[src/rtl/bmem_arbiter.sv]
// N-port burst-memory arbiter: round-robin request grant, whole-burst writes, in-order read-response routing.
// Latency: 1 cycle from request to downstream assertion (IDLE -> GRANT); responses routed combinationally.
// Backpressure: bmem_ready stalls the granted port; a full owner FIFO holds read grants; responses are never stalled.
// Optional build macro BMEM_ARB_FIXED_PRIO_EN: lowest-index requester always wins, rr_ptr stays 0.
module bmem_arbiter #(
  parameter int NUM_PORTS       = 2,
  parameter int ADDR_W          = 32,
  parameter int DATA_W          = 64,
  parameter int BURST_LEN       = 4,
  parameter int MAX_OUTSTANDING = 4
) (
  input  logic                        clk,
  input  logic                        rst_n,
  input  logic [NUM_PORTS*ADDR_W-1:0] req_addr,
  input  logic [NUM_PORTS-1:0]        req_read,
  input  logic [NUM_PORTS-1:0]        req_write,
  input  logic [NUM_PORTS*DATA_W-1:0] req_wdata,
  output logic [NUM_PORTS-1:0]        req_ready,
  output logic [ADDR_W-1:0]           resp_raddr,
  output logic [DATA_W-1:0]           resp_rdata,
  output logic [NUM_PORTS-1:0]        resp_rvalid,
  output logic [ADDR_W-1:0]           bmem_addr,
  output logic                        bmem_read,
  output logic                        bmem_write,
  output logic [DATA_W-1:0]           bmem_wdata,
  input  logic                        bmem_ready,
  input  logic [ADDR_W-1:0]           bmem_raddr,
  input  logic [DATA_W-1:0]           bmem_rdata,
  input  logic                        bmem_rvalid,
  output logic                        protocol_err
);

  localparam int ID_W  = $clog2(NUM_PORTS);
  localparam int CNT_W = (BURST_LEN > 1) ? $clog2(BURST_LEN) : 1;
  localparam int PTR_W = (MAX_OUTSTANDING > 1) ? $clog2(MAX_OUTSTANDING) : 1;
  localparam int OCC_W = $clog2(MAX_OUTSTANDING + 1);

  localparam logic [CNT_W-1:0] LAST_BEAT = CNT_W'(BURST_LEN - 1);
  localparam logic [ID_W-1:0]  LAST_ID   = ID_W'(NUM_PORTS - 1);
  localparam logic [PTR_W-1:0] LAST_PTR  = PTR_W'(MAX_OUTSTANDING - 1);
  localparam logic [OCC_W-1:0] FULL_OCC  = OCC_W'(MAX_OUTSTANDING);

  typedef enum logic {
    S_IDLE  = 1'b0,
    S_GRANT = 1'b1
  } state_t;

  state_t r_state, w_state_nxt;

  logic [ID_W-1:0]  r_grant_id;
  logic [ID_W-1:0]  r_rr_ptr;
  logic [CNT_W-1:0] r_wbeat;
  logic [CNT_W-1:0] r_rbeat;
  logic             r_protocol_err;

  // Owner FIFO: one entry per accepted read burst, holding the requesting port id.
  logic [ID_W-1:0]  r_fifo [MAX_OUTSTANDING];
  logic [PTR_W-1:0] r_wr_ptr;
  logic [PTR_W-1:0] r_rd_ptr;
  logic [OCC_W-1:0] r_occ;

  logic [NUM_PORTS-1:0] w_req;
  logic                 w_found;
  logic [ID_W-1:0]      w_pick;
  logic                 w_g_read;
  logic                 w_g_write;
  logic [ADDR_W-1:0]    w_g_addr;
  logic [DATA_W-1:0]    w_g_wdata;
  logic [NUM_PORTS-1:0] w_gnt_onehot;
  logic                 w_rdy_g;
  logic                 w_push;
  logic                 w_wbeat_acc;
  logic                 w_rr_upd;
  logic                 w_collide;
  logic                 w_fifo_empty;
  logic                 w_fifo_full;
  logic                 w_beat_acc;
  logic                 w_pop;

  assign w_req        = req_read | req_write;
  assign w_gnt_onehot = NUM_PORTS'(1) << r_grant_id;
  assign req_ready    = w_gnt_onehot & {NUM_PORTS{w_rdy_g}};

  // Pick the first requester at or after rr_ptr: scan the upper segment, then wrap to the bottom.
  always_comb begin
    w_found = 1'b0;
    w_pick  = '0;
    for (int j = 0; j < NUM_PORTS; j++) begin
      if (!w_found && w_req[j] && (ID_W'(j) >= r_rr_ptr)) begin
        w_found = 1'b1;
        w_pick  = ID_W'(j);
      end
    end
    for (int j = 0; j < NUM_PORTS; j++) begin
      if (!w_found && w_req[j]) begin
        w_found = 1'b1;
        w_pick  = ID_W'(j);
      end
    end
  end

  // Select the granted port's request fields.
  always_comb begin
    w_g_read  = 1'b0;
    w_g_write = 1'b0;
    w_g_addr  = '0;
    w_g_wdata = '0;
    for (int j = 0; j < NUM_PORTS; j++) begin
      if (r_grant_id == ID_W'(j)) begin
        w_g_read  = req_read[j];
        w_g_write = req_write[j];
        w_g_addr  = req_addr[j*ADDR_W +: ADDR_W];
        w_g_wdata = req_wdata[j*DATA_W +: DATA_W];
      end
    end
  end

  // FSM next state and downstream drive; write wins when the owner asserts both.
  always_comb begin
    w_state_nxt = r_state;
    bmem_addr   = '0;
    bmem_read   = 1'b0;
    bmem_write  = 1'b0;
    bmem_wdata  = '0;
    w_rdy_g     = 1'b0;
    w_push      = 1'b0;
    w_wbeat_acc = 1'b0;
    w_rr_upd    = 1'b0;
    w_collide   = 1'b0;
    case (r_state)
      S_IDLE: begin
        if (w_found) w_state_nxt = S_GRANT;
      end
      S_GRANT: begin
        bmem_addr  = w_g_addr;
        bmem_wdata = w_g_wdata;
        if (w_g_write) begin
          bmem_write = 1'b1;
          w_rdy_g    = bmem_ready;
          w_collide  = w_g_read;
          if (bmem_ready) begin
            w_wbeat_acc = 1'b1;
            if (r_wbeat == LAST_BEAT) begin
              w_rr_upd    = 1'b1;
              w_state_nxt = S_IDLE;
            end
          end
        end else if (w_g_read && (r_wbeat == '0)) begin
          // Full is the registered occupancy, so a same-cycle pop cannot open a slot.
          if (!w_fifo_full) begin
            bmem_read = 1'b1;
            w_rdy_g   = bmem_ready;
            if (bmem_ready) begin
              w_push      = 1'b1;
              w_rr_upd    = 1'b1;
              w_state_nxt = S_IDLE;
            end
          end
        end else if (r_wbeat == '0) begin
          // Owner withdrew before any beat was accepted; fairness pointer untouched.
          w_state_nxt = S_IDLE;
        end
      end
      default: w_state_nxt = S_IDLE;
    endcase
  end

  // State, grant id, fairness pointer and write-beat counter.
  always_ff @(posedge clk or negedge rst_n) begin
    if (!rst_n) begin
      r_state    <= S_IDLE;
      r_grant_id <= '0;
      r_rr_ptr   <= '0;
      r_wbeat    <= '0;
    end else begin
      r_state <= w_state_nxt;
      if ((r_state == S_IDLE) && w_found) r_grant_id <= w_pick;
`ifdef BMEM_ARB_FIXED_PRIO_EN
      r_rr_ptr <= '0;
`else
      if (w_rr_upd) r_rr_ptr <= (r_grant_id == LAST_ID) ? '0 : r_grant_id + 1'b1;
`endif
      if (w_wbeat_acc) r_wbeat <= (r_wbeat == LAST_BEAT) ? '0 : r_wbeat + 1'b1;
    end
  end

  assign w_fifo_empty = (r_occ == '0);
  assign w_fifo_full  = (r_occ == FULL_OCC);
  assign w_beat_acc   = bmem_rvalid & ~w_fifo_empty;
  assign w_pop        = w_beat_acc & (r_rbeat == LAST_BEAT);

  assign resp_raddr  = bmem_raddr;
  assign resp_rdata  = bmem_rdata;
  assign resp_rvalid = (NUM_PORTS'(1) << r_fifo[r_rd_ptr]) & {NUM_PORTS{w_beat_acc}};

  // Owner FIFO push on read acceptance, pop on the last response beat of a burst.
  always_ff @(posedge clk or negedge rst_n) begin
    if (!rst_n) begin
      for (int i = 0; i < MAX_OUTSTANDING; i++) r_fifo[i] <= '0;
      r_wr_ptr <= '0;
      r_rd_ptr <= '0;
      r_occ    <= '0;
    end else begin
      if (w_push) begin
        r_fifo[r_wr_ptr] <= r_grant_id;
        r_wr_ptr         <= (r_wr_ptr == LAST_PTR) ? '0 : r_wr_ptr + 1'b1;
      end
      if (w_pop) r_rd_ptr <= (r_rd_ptr == LAST_PTR) ? '0 : r_rd_ptr + 1'b1;
      if (w_push && !w_pop) r_occ <= r_occ + 1'b1;
      else if (!w_push && w_pop) r_occ <= r_occ - 1'b1;
    end
  end

  // Response beat counter within the current burst.
  always_ff @(posedge clk or negedge rst_n) begin
    if (!rst_n) begin
      r_rbeat <= '0;
    end else if (w_beat_acc) begin
      r_rbeat <= w_pop ? '0 : r_rbeat + 1'b1;
    end
  end

  // Sticky error: read/write collision or a response beat with nothing outstanding.
  always_ff @(posedge clk or negedge rst_n) begin
    if (!rst_n) begin
      r_protocol_err <= 1'b0;
    end else if (w_collide || (bmem_rvalid && w_fifo_empty)) begin
      r_protocol_err <= 1'b1;
    end
  end

  assign protocol_err = r_protocol_err;

endmodule

[config.mk]
export PLATFORM = sky130hd
export DESIGN_NAME = bmem_arbiter
export DESIGN_NICKNAME = d
export VERILOG_FILES = /design/src/rtl/bmem_arbiter.sv
export SDC_FILE = /design/constraint.sdc
export NUM_CORES = 1
export LEC_CHECK = 0
export ABC_AREA = 1
export ABC_CLOCK_PERIOD_IN_PS = 2800
export CORE_AREA = 2 2 195 197
export CTS_CLUSTER_DIAMETER = 40
export DETAILED_ROUTE_END_ITERATION = 8
export DIE_AREA = 0 0 197 199
export RECOVER_POWER = 100
export SLEW_MARGIN = 0
export SYNTH_ARGS = -nofsm -noshare
export SYNTH_HDL_FRONTEND = slang
export SYNTH_SLANG_ARGS = --single-unit
[constraint.sdc]
create_clock -name clk -period 2.8 [get_ports clk]
set_input_delay 0.56 -clock clk [delete_from_list [all_inputs] [get_ports clk]]
set_output_delay 0.56 -clock clk [all_outputs]
set_load 0.01 [all_outputs]
After elaboration in Yosys (flattened, before gate mapping) --
Cells that the tools add are included. W data, S select, Z words.
Cells by class: $add $sub $neg 7, magnitude comparators 5, equality and inequality tests 5, shift-type cells 2, muxes and demuxes 58, bitwise logic cells 9, reductions and logical operators 20
Operators with widths (count):
- $mux W64 | 2
- $mux W32 | 2
- $mux W1 | 44
- $logic_and A1 B1 Y1 | 11
- $add A2 B1 Y2 const B | 4
- $eq A2 B2 Y1 const B | 4
- $mux W2 | 4
- $ge A3 B3 Y1 const B | 2
- $mux W3 | 2
- $not A2 Y3 | 2
- $logic_not A1 Y1 | 5
- $and A2 B2 Y2 | 2
- $bwmux W4 | 1
- $shl A1 B1 Y2 const A | 2
- $add A3 B1 Y3 const B | 1
- $eq A3 B3 Y1 const B | 1
- $logic_not A3 Y1 | 1
- $lt A3 B1 Y1 const B | 1
- $sub A3 B1 Y3 const B | 1
- $and A1 B1 Y1 | 2
- $bmux W1 S2 | 1
- $demux W1 S2 | 1
- $ge A1 B1 Y1 const A | 2
- $logic_not A2 Y1 | 1
- 6 further kinds | 7
Storage, ports and cells: flip-flop bits (word level) 19, input bits 296, logic and storage cells 119

Depth between registers and ports, before layout --
depth after elaboration 15, gate-level depth with buffers 14

Worst setup path before layout --
No wires, ideal clock.
path type flip-flop to flip-flop, start point register r_grant_id, end point register r_occ[2], library setup time 131 ps, data arrival time 2009 ps, data required time 2669 ps, path slack 660 ps, stages on the path, launching flop included 15, path buffers 1, period minus slack after synthesis 2140 ps, cells stage by stage dfrtp_1 buf_6 inv_2 nand2_1 nand2_4 nand3_4 nor2_8 nand2_4 inv_2 ha_1 inv_1 fa_1 a21oi_1 o21ai_0 xor2_1
On the way: longest elaborated chain between the ends 8, elaborated cells between the ends (all ways) 11, classes of those cells 6 x mux; 5 x reduce/logical
Ends and longest elaborated chain:
- start, declared | RTL line 50 | logic [ID_W-1:0] r_grant_id;
- start signal, assigned | RTL line 177 | if ((r_state == S_IDLE) && w_found) r_grant_id <= w_pick;
- $mux W1 | RTL line 109 | if (r_grant_id == ID_W'(j)) begin
- $logic_and A1 B1 Y1 | RTL line 148 | end else if (w_g_read && (r_wbeat == '0)) begin
- $mux W1 | RTL line 148
- $mux W1 * | RTL line 137 | if (w_g_write) begin
- $mux W1 * | RTL line 130 | case (r_state)
- via w_push | RTL line 71 | logic w_push;
- $logic_not A1 Y1 | RTL line 210 | else if (!w_push && w_pop) r_occ <= r_occ - 1'b1;
- $logic_and A1 B1 Y1 | RTL line 210
- $reduce_bool A2 Y1 (no line)
- end signal, assigned | RTL line 209 | if (w_push && !w_pop) r_occ <= r_occ + 1'b1;
- end signal, assigned | RTL line 210
- end, declared | RTL line 60 | logic [OCC_W-1:0] r_occ;
Mark *: on every way through the listed nets, which the timed path passes. The rest lies on a longest branch. A chain may end at the register's enable or synchronous reset.

Final worst setup path --
start point register r_grant_id, end point output port bmem_addr[8]
On the way: longest elaborated chain between the ends 2
Ends and longest elaborated chain:
- $mux W32 | RTL line 109
- $mux W32 | RTL line 130
- end, declared | RTL line 22 | output logic [ADDR_W-1:0] bmem_addr,
No other way between the ends.

==> results.md <==
* Outcome: complete, no violations
* Synth Warn # at 0
* Core ar. at 37130 um2
* Yosys top cell area share at 0.2358
* Syn Nets at 862
* Final core utilization at 0.1673
* Initial Utilization at 0.08660
* CP max FO at 50
* Top cells by count, synth: 202 x nor2_1, 109 x o21ai_0, 96 x buf_4, 29 x nand2_1, 27 x clkbuf_1
* H-tree levels at 1
* Min Clock Period, post-route at 2.728 ns
* Share of layout cells above drive strength 1 at 0.03610
* Sequential power share at 0.107
* Sequential share of the synthesized area at 0.1479
* Clk pwr share at 0.061
* PwrDens at 785.2 nW/um2
* Mapped cell area at 3216 um2
* CTS tree: done
* Antenna cells at 0
* Initial antenna violation count at 0
* Area Overhead vs Synth at 93.19%
* Cells after Synth at 556
* First-iteration detailed-routing DRC count at 115
* EDFF count, synth at 0
* LEAKAGE at 2.541 nW
* Maximum clock insertion buffer count at 2
* Global route overflow at 0
* Reg-to-Reg End: r_occ[2]$_DFFE_PN0P_
* Comb pwr share at 0.832
* Number of I/O port buffers at 302
* Total setup buffers inserted after CTS at 0
* Psw at 2.379 mW
* Max Cap Viol at 0
* Num CTS Buffers at 3
* WL final at 17770 um
* Relative max-transition margin at 0.6328
* WP data required at 2.24 ns
* Critical path class: reg2out
* Worst setup EP type: output pin
* Peak VDD IR at 0.4279 mV
* Vias per inst at 3.439
* Synth area leaders: nor2_1 24%, buf_4 22%, o21ai_0 17%, dfrtp_1 15%, ha_1 3.5%
* Worst-Margin Slew at 0.5508 ns
* Global-route wire length before repair at 23190 um
* Setup_tns at 0 ns
* Root buf cell: clkbuf_16
* Layout Nets at 1055
* Final Hold Fails at 0
* Top_reg_cell synth: dfrtp_1
* CTS clk-pin slew, worst paths at 0.06 ns
* Top Ports at 495
* Setup Skew at 0.004933 ns
* Most numerous cell in the Yosys netlist: nor2_1
* Area leader, netlist: nor2_1
* DR vias at 4202
* Seq cells post-synth at 19
* Post-CTS Hold Buffers at 0
* Peak Freq at 0.3666 GHz
* Final Setup Violations at 0
* R2R depth at 13
* Number of global-route vias before repair at 3744
* Hold_sp: r_fifo[2]$_DFFE_PN0P_
* Routed len/inst at 14.54 um
* Worst reg2reg path startpoint: r_grant_id$_DFFE_PN0P_
* Worst Hold Endpoint: r_fifo[2]$_DFFE_PN0P_
* Worst skew pair latency at 0.25 ns
* RSZ-0062 raised after global routing: false
* Worst min path class: reg2reg
* Resized Gates After CTS at 0
* Internal at 2.499 mW
* Die Area at 39200 um2
* Max Slew Vio Count at 0
* Placed instance area at 6128 um2
* Final GP Congestion at 0.7662
* # clock sinks at 19
* GRT Util Overall at 0.07756
* Hpwl dp at 14760 um
* Final period utilization at 0.9743
* Antenna viol nets, final at 0
* Post-route cell area at 6212 um2
* Switching Share at 0.4877
* Mean post-synth cell area at 5.783 um2
* Largest net degree at the start of global routing at 57
* Row cnt at 71
* Critical Path Source Type: register
* Ys async rst share at 1.000
* DR pass1 iterations at 4
* Reg2reg setup slack at 0.35 ns
* Die W at 197 um
* DIE HEIGHT at 199 um
* Fill cells at 4244
* Crit path arrival time at 2.17 ns
* # DRC at 0
* WHS Path Cells at 2
* Number of distinct library cells after synthesis at 29
placed cells by master (no fill, tap or decap), drive strengths merged, types with 2 or more instances in the layout:
| cell | instances |
|---|---|
| nor2 | 204 |
| dlygate4sd3 | 83 |
| ha | 9 |
| a21oi | 3 |
| dfrtp | 19 |
| inv | 23 |
| buf | 11 |
| clkdlybuf4s50 | 217 |
| or2 | 2 |
| nand3 | 10 |
| nand2 | 32 |
| nand4 | 4 |
| o21ai | 114 |
| clkbuf | 9 |
worst max path at each step:
stage | end | depth (start not counted) | slack [ns] | from
finish | bmem_addr[8] | 4 | 0.07 | r_grant_id$_DFFE_PN0P_
global placement | req_ready[1] | 8 | 0.1 | req_write[0]
global route | bmem_wdata[44] | 4 | 0.02 | r_state$_DFF_PN0_
floorplan | r_occ[2]$_DFFE_PN0P_ | 14 | 0.66 | r_grant_id$_DFFE_PN0P_
CTS | bmem_addr[11] | 5 | 0.04 | r_grant_id$_DFFE_PN0P_
detailed placement | req_ready[1] | 8 | 0.05 | req_write[0]
registers in the layout, summed over array words and instances (netlist names):
name          flops
r_state           1
r_rbeat           2
protocol_err      1
r_wr_ptr          2
r_occ             3
r_rr_ptr          1
r_fifo            4
r_grant_id        1
r_rd_ptr          2
r_wbeat           2
metal layers:
| layer | up-vias | global-route usage | routed length [um] |
|---|---|---|---|
| met5 | - | 0 | 0 |
| met1 | 1850 | 0.08364 | 6326 |
| met2 | 276 | 0.1330 | 8525 |
| li1 | 2047 | - | - |
| met4 | 0 | 0.02924 | 615 |
| met3 | 29 | 0.03544 | 2303 |
cell families (layout without fill, tap and decap cells):
| kind of cell | count (synthesis) | after routing | share of synthesized area |
|---|---|---|---|
| AO/OA/AOI/OAI | 120 | 120 | 0.1899 |
| buffers and inverters | 152 | 344 | 0.2957 |
| flip-flops | 19 | 19 | 0.1479 |
| adder cells (fa/ha/maj) | 10 | 10 | 0.04125 |
| AND/OR/NAND/NOR | 253 | 253 | 0.3198 |
| XOR/XNOR | 2 | 2 | 0.005448 |
worst max-delay path, cell delays in order, from the launching register on:
cell           delay (ns)
dfrtp_4              0.59
buf_12               0.21
o21ai_0              0.39
nor2_1               0.07
dlygate4sd3_1        0.61
power by group through the flow:
stage                     logic, mW  clock network (mW)  registers (mW)
final                          4.06               0.297           0.523
after CTS                      4.30               0.300           0.519
after global routing           4.46               0.314           0.547
after floorplan                2.13                   0           0.455
after global placement         4.25                   0           0.516
after detailed placement       4.28                   0           0.523
area by class of cell:
cell class | instances | area (um2) | area share
inverter | 23 | 91.34 | 0.01470
timing repair buffer | 317 | 3189 | 0.5134
multi-input combinational | 385 | 1779 | 0.2864
sequential | 19 | 480.5 | 0.07734
clock buffer | 4 | 78.83 | 0.01269
tap | 474 | 593.1 | 0.09547
through the flow:
stage               worst slack (ns)  hold WS (ns)  power [mW]  std cells
floorplan                     0.6599        0.2644       2.586        556
global placement             0.09637        0.4517       4.768       1217
detailed placement           0.04814        0.4540       4.802       1217
CTS                          0.04154        0.4678       5.121       1221
global route                 0.01548        0.4925       5.326       1222
finish                       0.07203        0.4656       4.878       1222
Note: power is estimated with default switching activity, not from simulation.
